===== config.mk =====
export PLATFORM = sky130hd
export DESIGN_NAME = pal_loader
export DESIGN_NICKNAME = d
export VERILOG_FILES = /design/src/rtl/nes_video_pkg.sv /design/src/rtl/pal_loader.sv
export SDC_FILE = /design/constraint.sdc
export NUM_CORES = 1
export LEC_CHECK = 0
export CORE_ASPECT_RATIO = 0.9
export CORE_MARGIN = 1
export CORE_UTILIZATION = 48
export DETAILED_ROUTE_END_ITERATION = 10
export DONT_BUFFER_PORTS = 1
export PLACE_DENSITY_LB_ADDON = 0.05
export SYNTH_ARGS = -nofsm -noshare
export SYNTH_HDL_FRONTEND = slang
export SYNTH_SLANG_ARGS = --single-unit

===== constraint.sdc =====
create_clock -name clk -period 7.7 [get_ports clk]
set_input_delay 1.54 -clock clk [delete_from_list [all_inputs] [get_ports clk]]
set_output_delay 1.54 -clock clk [all_outputs]
set_load 0.005 [all_outputs]

===== src/rtl/nes_video_pkg.sv =====
// ============================================================
// nes_video_pkg : shared palette-loader types and constants
// Rev 1.0
// ============================================================
`default_nettype none

package nes_video_pkg;

  localparam int         PAL_ENTRIES    = 64;
  localparam int         PAL_BYTES      = 192;
  localparam logic [7:0] PAL_FILE_INDEX = 8'd2;

  typedef struct packed {
    logic [7:0] r;
    logic [7:0] g;
    logic [7:0] b;
  } rgb24_t;

  typedef enum logic [1:0] {
    PAL_IDLE    = 2'd0,
    PAL_COLLECT = 2'd1,
    PAL_WRITE   = 2'd2,
    PAL_DONE    = 2'd3
  } pal_ld_state_t;

endpackage

`default_nettype wire


===== src/rtl/pal_loader.sv =====
// ============================================================
// pal_loader : turns an ioctl palette download into palette RAM writes
// Rev 1.0
// ============================================================
`default_nettype none

module pal_loader
  import nes_video_pkg::*;
#(
  parameter logic [7:0] FILE_INDEX = PAL_FILE_INDEX,
  parameter int         ENTRIES    = PAL_ENTRIES
) (
  input  logic        clk,
  input  logic        reset,
  input  logic        ioctl_download,
  input  logic [7:0]  ioctl_index,
  input  logic        ioctl_wr,
  input  logic [24:0] ioctl_addr,
  input  logic [7:0]  ioctl_dout,
  output logic        load_color,
  output logic [23:0] load_color_data,
  output logic [5:0]  load_color_index,
  output logic        pal_loaded,
  output logic        pal_error
);

  localparam logic [6:0] ENTRIES_W = 7'(ENTRIES);

  pal_ld_state_t state, state_next;
  logic        dl_prev;
  logic [1:0]  byte_cnt;
  logic [6:0]  entry_cnt;
  logic [7:0]  r_byte, g_byte;
  rgb24_t      color_q;
  logic [5:0]  index_q;
  logic        loaded_q, error_q;

  logic        dl_rise, dl_fall, start, last_entry, taking, addr_ok, accept, bad;
  logic [6:0]  entry_eff;
  logic [24:0] exp_addr;

  assign dl_rise    = ioctl_download & ~dl_prev;
  assign dl_fall    = ~ioctl_download & dl_prev;
  assign start      = (state == PAL_IDLE) && dl_rise && (ioctl_index == FILE_INDEX);
  assign last_entry = (entry_cnt + 7'd1) == ENTRIES_W;

  // During WRITE the entry counter has not yet advanced, so an incoming byte
  // is checked against byte 0 of the following entry.
  assign entry_eff = (state == PAL_WRITE) ? entry_cnt + 7'd1 : entry_cnt;
  assign exp_addr  = 25'(entry_eff) * 25'd3 + 25'(byte_cnt);
  assign addr_ok   = (ioctl_addr == exp_addr);
  assign taking    = ioctl_wr && !dl_fall &&
                     ((state == PAL_COLLECT) || ((state == PAL_WRITE) && !last_entry));
  assign accept    = taking && addr_ok;
  assign bad       = taking && !addr_ok;

  always_ff @(posedge clk) begin
    if (reset) state <= PAL_IDLE;
    else       state <= state_next;
  end

  always_comb begin
    state_next = state;
    case (state)
      PAL_IDLE:    if (start) state_next = PAL_COLLECT;
      PAL_COLLECT: begin
        if (dl_fall)                          state_next = PAL_IDLE;
        else if (accept && byte_cnt == 2'd2)  state_next = PAL_WRITE;
      end
      PAL_WRITE: begin
        if (dl_fall)         state_next = PAL_IDLE;
        else if (last_entry) state_next = PAL_DONE;
        else                 state_next = PAL_COLLECT;
      end
      PAL_DONE:    if (dl_fall) state_next = PAL_IDLE;
      default:     state_next = PAL_IDLE;
    endcase
  end

  always_comb begin
    load_color = (state == PAL_WRITE);
  end

  always_ff @(posedge clk) begin
    if (reset) begin
      // Treat download as already high so a transfer in progress cannot re-arm.
      dl_prev   <= 1'b1;
      byte_cnt  <= 2'd0;
      entry_cnt <= 7'd0;
      r_byte    <= 8'd0;
      g_byte    <= 8'd0;
      color_q   <= '0;
      index_q   <= 6'd0;
      loaded_q  <= 1'b0;
      error_q   <= 1'b0;
    end else begin
      dl_prev <= ioctl_download;
      if (start) begin
        byte_cnt  <= 2'd0;
        entry_cnt <= 7'd0;
        loaded_q  <= 1'b0;
        error_q   <= 1'b0;
      end
      if (accept) begin
        case (byte_cnt)
          2'd0: begin r_byte <= ioctl_dout; byte_cnt <= 2'd1; end
          2'd1: begin g_byte <= ioctl_dout; byte_cnt <= 2'd2; end
          2'd2: begin
            color_q  <= '{r: r_byte, g: g_byte, b: ioctl_dout};
            index_q  <= entry_cnt[5:0];
            byte_cnt <= 2'd0;
          end
          default: byte_cnt <= 2'd0;
        endcase
      end
      if (state == PAL_WRITE) entry_cnt <= entry_cnt + 7'd1;
      if (bad) error_q <= 1'b1;
      if (dl_fall) begin
        if (state == PAL_DONE)                                  loaded_q <= 1'b1;
        else if (state == PAL_COLLECT || state == PAL_WRITE)    error_q  <= 1'b1;
      end
    end
  end

  assign load_color_data  = color_q;
  assign load_color_index = index_q;
  assign pal_loaded       = loaded_q;
  assign pal_error        = error_q;

endmodule

`default_nettype wire


==> results of run 1 <==
## cell type report
| cell class | count | area share (%) |
|---|---|---|
| timing repair buffer | 1 | 0.215 |
| clock inverter | 4 | 0.718 |
| inverter | 12 | 1.29 |
| sequential | 60 | 34.5 |
| tap | 90 | 3.23 |
| clock buffer | 11 | 4.34 |
| multi-input combinational | 268 | 55.7 |
## critical path: cells and delay by family, from the launching register on
kind,cells,cell delay [ns]
buffers and inverters,3,0.54
AO/OA/AOI/OAI,7,1.90
adder cells (fa/ha/maj),4,1.73
flip-flops,1,0.33
multiplexers,1,0.36
## cell families after synthesis
group / count (synthesis) / synth area share [%]
fa+ha+maj: 18 / 7.40
flops: 60 / 37.0
xor+xnor: 19 / 5.13
mux: 49 / 15.1
compound gates: 66 / 14.9
simple gates: 116 / 16.8
buf+inv: 30 / 3.70
## layer usage
metal,track usage [%],share of wire (%),vias up
met4,5.65,0.93,0
li1,-,-,1265
met2,30.9,44,73
met5,0,0,-
met1,27.2,49,1166
met3,6.41,6.0,10
## sequential cells by signal (all words and copies together), names as in the netlist
signal and count:
byte_cnt 2, g_byte 8, load_color_data 24, r_byte 8
dl_prev 1, pal_loaded 1, state 2, entry_cnt 7
pal_error 1, load_color_index 6
## per-stage QoR
| stage | instance area (sq um) | instances | hold slack (ns) | total power [mW] |
|---|---|---|---|---|
| final | 3490 | 446 | 0.491 | 0.685 |
| after detailed placement | 3310 | 431 | 0.481 | 0.445 |
| after global routing | 3490 | 446 | 0.520 | 0.721 |
| after CTS | 3490 | 446 | 0.497 | 0.693 |
| after floorplan | 3250 | 358 | 0.460 | 0.424 |
| after global placement | 3310 | 431 | 0.466 | 0.442 |
## cell usage in the layout (no fill, tap or decap), drive strengths merged, types with 3 or more instances in the layout
cell,netlist,routed
nor2,61,61
dfxtp,60,60
mux2i,48,48
ha,16,16
a21oi,15,15
inv,12,12
nand3,12,12
nand2,12,12
xnor2,11,11
clkbuf,9,11
o21ai,9,9
xor2,8,8
nor4,7,7
o211ai,6,6
o31ai,4,4
nor3,4,4
or2,4,4
and2,3,3
a211oi,3,3
a21o,3,3
a31oi,3,3
a2111oi,3,3
## worst max-delay path by stage
| stage | from | end | slack (ns) | depth (start not counted) |
|---|---|---|---|---|
| 6_report | state[0]$_SDFFE_PP0P_ | state[0]$_SDFFE_PP0P_ | 2.72 | 15 |
| 5_1_grt | state[0]$_SDFFE_PP0P_ | state[0]$_SDFFE_PP0P_ | 2.18 | 15 |
| 4_1_cts | state[0]$_SDFFE_PP0P_ | r_byte[7]$_SDFFE_PP0P_ | 2.73 | 14 |
| 3_5_place_dp | state[0]$_SDFFE_PP0P_ | r_byte[7]$_SDFFE_PP0P_ | 2.72 | 14 |
| 3_3_place_gp | state[0]$_SDFFE_PP0P_ | r_byte[5]$_SDFFE_PP0P_ | 2.85 | 14 |
| 2_1_floorplan | state[0]$_SDFFE_PP0P_ | r_byte[1]$_SDFFE_PP0P_ | 3.57 | 15 |
## where the power goes
group	leakage [nW]	internal, mW	switching, mW
Combinational	1.01	0.0480	0.0667
Clock	0.0872	0.131	0.114
Sequential	0.484	0.318	0.00655
==> flow_summary.yaml, run 1 <==
timing:
  setup_viol: 0
  rsz0062_at_grt: "false"
  min_period_ns: 4.98
  tns_ns: 0
  slew_violations: 0
  hold_viol: 0
  worst_pin_slew_ns: 0.869
  slew_headroom_pct: 42.0
  clock_skew_ns: 0.00480
  max_freq_ghz: 0.201
  timing.final.crit_share_pct: 64.7
  finalWorstSetupSlack_ns: 2.72
drt:
  drtAntennaViolNets: 0
  drt_wl_total_microns: 6770
  vias: 2514
  drt_first_pass_iters: 4
  drt_iter0_markers: 126
  drc: 0
  wl_per_cell_microns: 15.2
  viasPerCell: 5.64
hold_path:
  min_path_cells: 2
  hold_start: "g_byte[6]$_SDFFE_PP0P_"
  hold_end: "load_color_data[14]$_SDFFE_PP0P_"
  worstHoldPathType: "reg2reg"
cells_and_area:
  diodes: 0
  area_delta_synth_final_pct: 7.36
  drive_gt1_share_pct: 7.02
  nNetsFinal: 415
  regArea_sq_um: 1200
  finish.utilization_pct: 53.2
  multi_input_area_sq_um: 1940
  n_fill_cell: 616
clock_network:
  cts_tree: "yes"
  cts_buffers: 9
  clock_sinks: 60
  clk_path_buf_depth: 2
  post_cts_buffers: 0
  h-tree-depth: 3
  cts-hold-fix-buffers: 0
  clk_pin_slew_ns: 0.07
  clock_latency_ns: 0.32
  cts-root-buf: "clkbuf_8"
  cts_resized: 0
run:
  cap_violations: 0
grt:
  overflow: 0
  grt_pass1_vias: 2398
  grt_max_degree: 62
  grt_pass1_wl_microns: 11000
  antenna_found_initial: 0
  grtUsageTotal_pct: 20.2
pwr:
  p_per_area_nw_per_um2: 196
  peakVddDrop_mv: 0.200
  cellLeakagePower_nw: 1.58
logic_synthesis:
  synth_edf_count: 0
  synth_cells: 358
  ys_ff_latch: 60
  synth-seq-area-share_pct: 37.0
  synthArstFlopShare_pct: 0
  mappedNetlistArea_sq_um: 3250
  synth_area_leaders: "dfxtp_1 37%, mux2i_1 15%, nor2_1 7.1%, ha_1 6.2%, xnor2_1 3.0%"
  yosys-top-cells-count: "61 x nor2_1, 60 x dfxtp_1, 48 x mux2i_1, 16 x ha_1, 15 x a21oi_1"
  yosysTopAreaCell: "dfxtp_1"
  yosys_warnings: 0
  synth_top_area_share_pct: 37.0
  postSynthAreaPerCell_sq_um: 9.07
  ys.flop_type: "dfxtp_1"
  synth_cell_types: 54
  yosys.cell_count.top_type: "nor2_1"
  synthesis.nets: 421
critical_path:
  reg2reg_depth: 15
  timing.rr.end: "state[0]$_SDFFE_PP0P_"
  path_cells: "inv_1 -> ha_1 -> mux2i_1 -> inv_1 -> fa_1 -> ha_1 -> fa_1 -> a211oi_1 -> o21bai_1 -> a211oi_1 -> o211a_1 -> o2111ai_4 -> buf_4 -> a31o_1 -> a2111oi_0"
  slowest_stage: "ha_1"
  crit_required_ns: 7.90
  worstSetupStartpointType: "flop"
  worstPathArrival_ns: 5.19
  crit_fanout: 33
  cpPeakStageDelay_ns: 0.66
  rrSetupSlack_ns: 2.72
  endpoint_kind: "flop"
  reg2reg_from: "state[0]$_SDFFE_PP0P_"
  setup.worst_path.class: "reg2reg"
run_status:
  status: "finished, final reports clean"
die:
  io_pins: 78
  die_x_microns: 88.7
  fp.dieArea_sq_um: 7100
  core_area_sq_um: 6550
  fp.dieH_microns: 80.0
  initial_core_util_pct: 49.6
  core.rowCount: 28
placed_design:
  place_ws_ns: 2.72
  portBuffers: 0
  hpwl_microns: 4800
  gp_congestion: 0.852
No activity file was read; power rests on OpenSTA's default activity.
==> inputs of run 2 (changes only) <==
Clock period 7.7 ns to 4.99 ns, I/O delays scaled along.
==> run 2 against run 1 <==
Effect of this change: non-clock buffer count grew 2; final cell count grew 0.67%; clock skew barely moved; cell area rose by 1.2%; clock power rose by 78%; total power grew 63%; largest cell class unchanged; highest routed layer unchanged.
==> flow_summary.yaml, run 2 (synthesis gave the netlist of run 1 again) <==
run_status:
  status: "finished, final reports clean"
drt:
  drc: 0
  drt_first_pass_iters: 4
  wl_per_cell_microns: 15.0
  vias: 2501
  drt_iter0_markers: 111
  drtAntennaViolNets: 0
  drt_wl_total_microns: 6740
  viasPerCell: 5.57
critical_path:
  setup.worst_path.class: "reg2reg"
  critPathTopFamily: "adder cells"
  path_cells: "inv_1 -> ha_1 -> mux2i_1 -> inv_1 -> fa_1 -> ha_1 -> fa_1 -> a211oi_1 -> nand4bb_1 -> nand3_1 -> o211a_1 -> o2111ai_4 -> buf_4 -> mux2i_1 -> nor2_1"
  reg2reg_from: "state[0]$_SDFFE_PP0P_"
  cp_num_buf_inv: 3
  endpoint_kind: "flop"
  critPathLaunch: "state[0]$_SDFFE_PP0P_"
  timing.rr.end: "load_color_data[14]$_SDFFE_PP0P_"
  reg2reg_depth: 15
  worstSetupStartpointType: "flop"
  crit_fanout: 30
  worstPathArrival_ns: 4.55
  crit_required_ns: 5.21
  cpPeakStageDelay_ns: 0.48
  rrSetupSlack_ns: 0.65
  slowest_stage: "buf_4"
timing:
  setup_viol: 0
  finalWorstSetupSlack_ns: 0.655
  clock_skew_ns: 0.00498
  worst_pin_slew_ns: 0.725
  timing.final.crit_share_pct: 86.9
  max_freq_ghz: 0.231
  slew_headroom_pct: 51.5
  slew_violations: 0
  min_period_ns: 4.34
  tns_ns: 0
  hold_viol: 0
  rsz0062_at_grt: "false"
cells_and_area:
  diodes: 0
  regArea_sq_um: 1200
  area_delta_synth_final_pct: 8.63
  multi_input_area_sq_um: 1940
  n_fill_cell: 610
  final_common_cell: "nor2_1"
  largest_register_ffs: 24
  mostFrequentLayoutCells: "61 x nor2_1, 60 x dfxtp_1, 48 x mux2i_1"
  drive_gt1_share_pct: 7.52
  fin_area_sq_um: 3530
  nNetsFinal: 417
clock_network:
  clk_pin_slew_ns: 0.07
  cts-hold-fix-buffers: 0
  clock_sinks: 60
  h-tree-depth: 3
  clk_path_buf_depth: 2
  cts-root-buf: "clkbuf_8"
  cts_resized: 0
  clock_latency_ns: 0.32
  cts_buffers: 9
  cts_tree: "yes"
  post_cts_buffers: 0
grt:
  grt_max_degree: 62
  antenna_found_initial: 0
  grt_pass1_vias: 2313
  grt_pass1_wl_microns: 10900
  grtUsageTotal_pct: 20.1
  overflow: 0
placed_design:
  dpl_cell_area_sq_um: 3320
  place_ws_ns: 0.670
  portBuffers: 0
  gp_congestion: 0.850
  hpwl_microns: 4830
die:
  io_pins: 78
  die_x_microns: 88.7
  core_area_sq_um: 6550
  fp.dieArea_sq_um: 7100
  fp.dieH_microns: 80.0
  initial_core_util_pct: 49.6
  core.rowCount: 28
hold_path:
  hold_end: "load_color_data[21]$_SDFFE_PP0P_"
  min_path_cells: 2
  hold_start: "r_byte[5]$_SDFFE_PP0P_"
  worstHoldPathType: "reg2reg"
pwr:
  cellLeakagePower_nw: 1.61
  p_per_area_nw_per_um2: 316
  peakVddDrop_mv: 0.219
run:
  cap_violations: 0
-- run 2: cell count changes in the layout (fill, tap and decap cells not counted) --
cell | before | now
buf_4 | 1 | 3
bufinv_16 | 0 | 1
clkbuf_1 | 0 | 1
clkinvlp_4 | 2 | 1
-- run 2: metrics by stage --
stage	hold slack (ns)	total power [mW]	instances	utilization (%)
after floorplan	0.460	0.654	358	-
after global placement	0.472	0.686	433	50.7
after detailed placement	0.476	0.689	433	50.7
after CTS	0.492	1.13	449	53.8
after global routing	0.515	1.18	449	53.8
final	0.488	1.11	449	53.8
-- run 2: area by class of cell --
type                       count  area share (%)
sequential                    60            34.1
multi-input combinational    268            55.1
inverter                      12            1.28
tap                           90            3.19
clock inverter                 4            1.35
timing repair buffer           3           0.639
clock buffer                  12            4.40
-- run 2: power breakdown --
part | switching, mW | internal (mW)
clock | 0.179 | 0.256
sequential | 0.0110 | 0.490
combinational | 0.101 | 0.0758
total | 0.291 | 0.823
-- run 2: routing by layer --
layer  vias up  track usage (%)  wire length (microns)
li1       1276                -                      -
met3         2             6.51                    391
met5         -                0                      0
met2        73             29.9                   2960
met1      1150             28.2                   3370
met4         0             4.35                     21
-- run 2: worst max path at each step --
stage | end | slack (ns) | depth (start not counted)
global placement | g_byte[6]$_SDFFE_PP0P_ | 0.73 | 14
floorplan | r_byte[1]$_SDFFE_PP0P_ | 0.86 | 15
finish | load_color_data[14]$_SDFFE_PP0P_ | 0.65 | 15
detailed placement | g_byte[0]$_SDFFE_PP0P_ | 0.67 | 14
CTS | g_byte[3]$_SDFFE_PP0P_ | 0.64 | 14
global route | g_byte[6]$_SDFFE_PP0P_ | 0.31 | 13
-- run 2: worst reg2reg max path, delay by kind of cell, from the launching register on --
kind                       cells  cell delay, ns
DFF                            1            0.39
buffers and inverters          3            0.71
muxes                          2            0.59
and+or+nand+nor                3            0.34
adders and majority gates      4            1.35
AOI/OAI and AO/OA              3            0.84
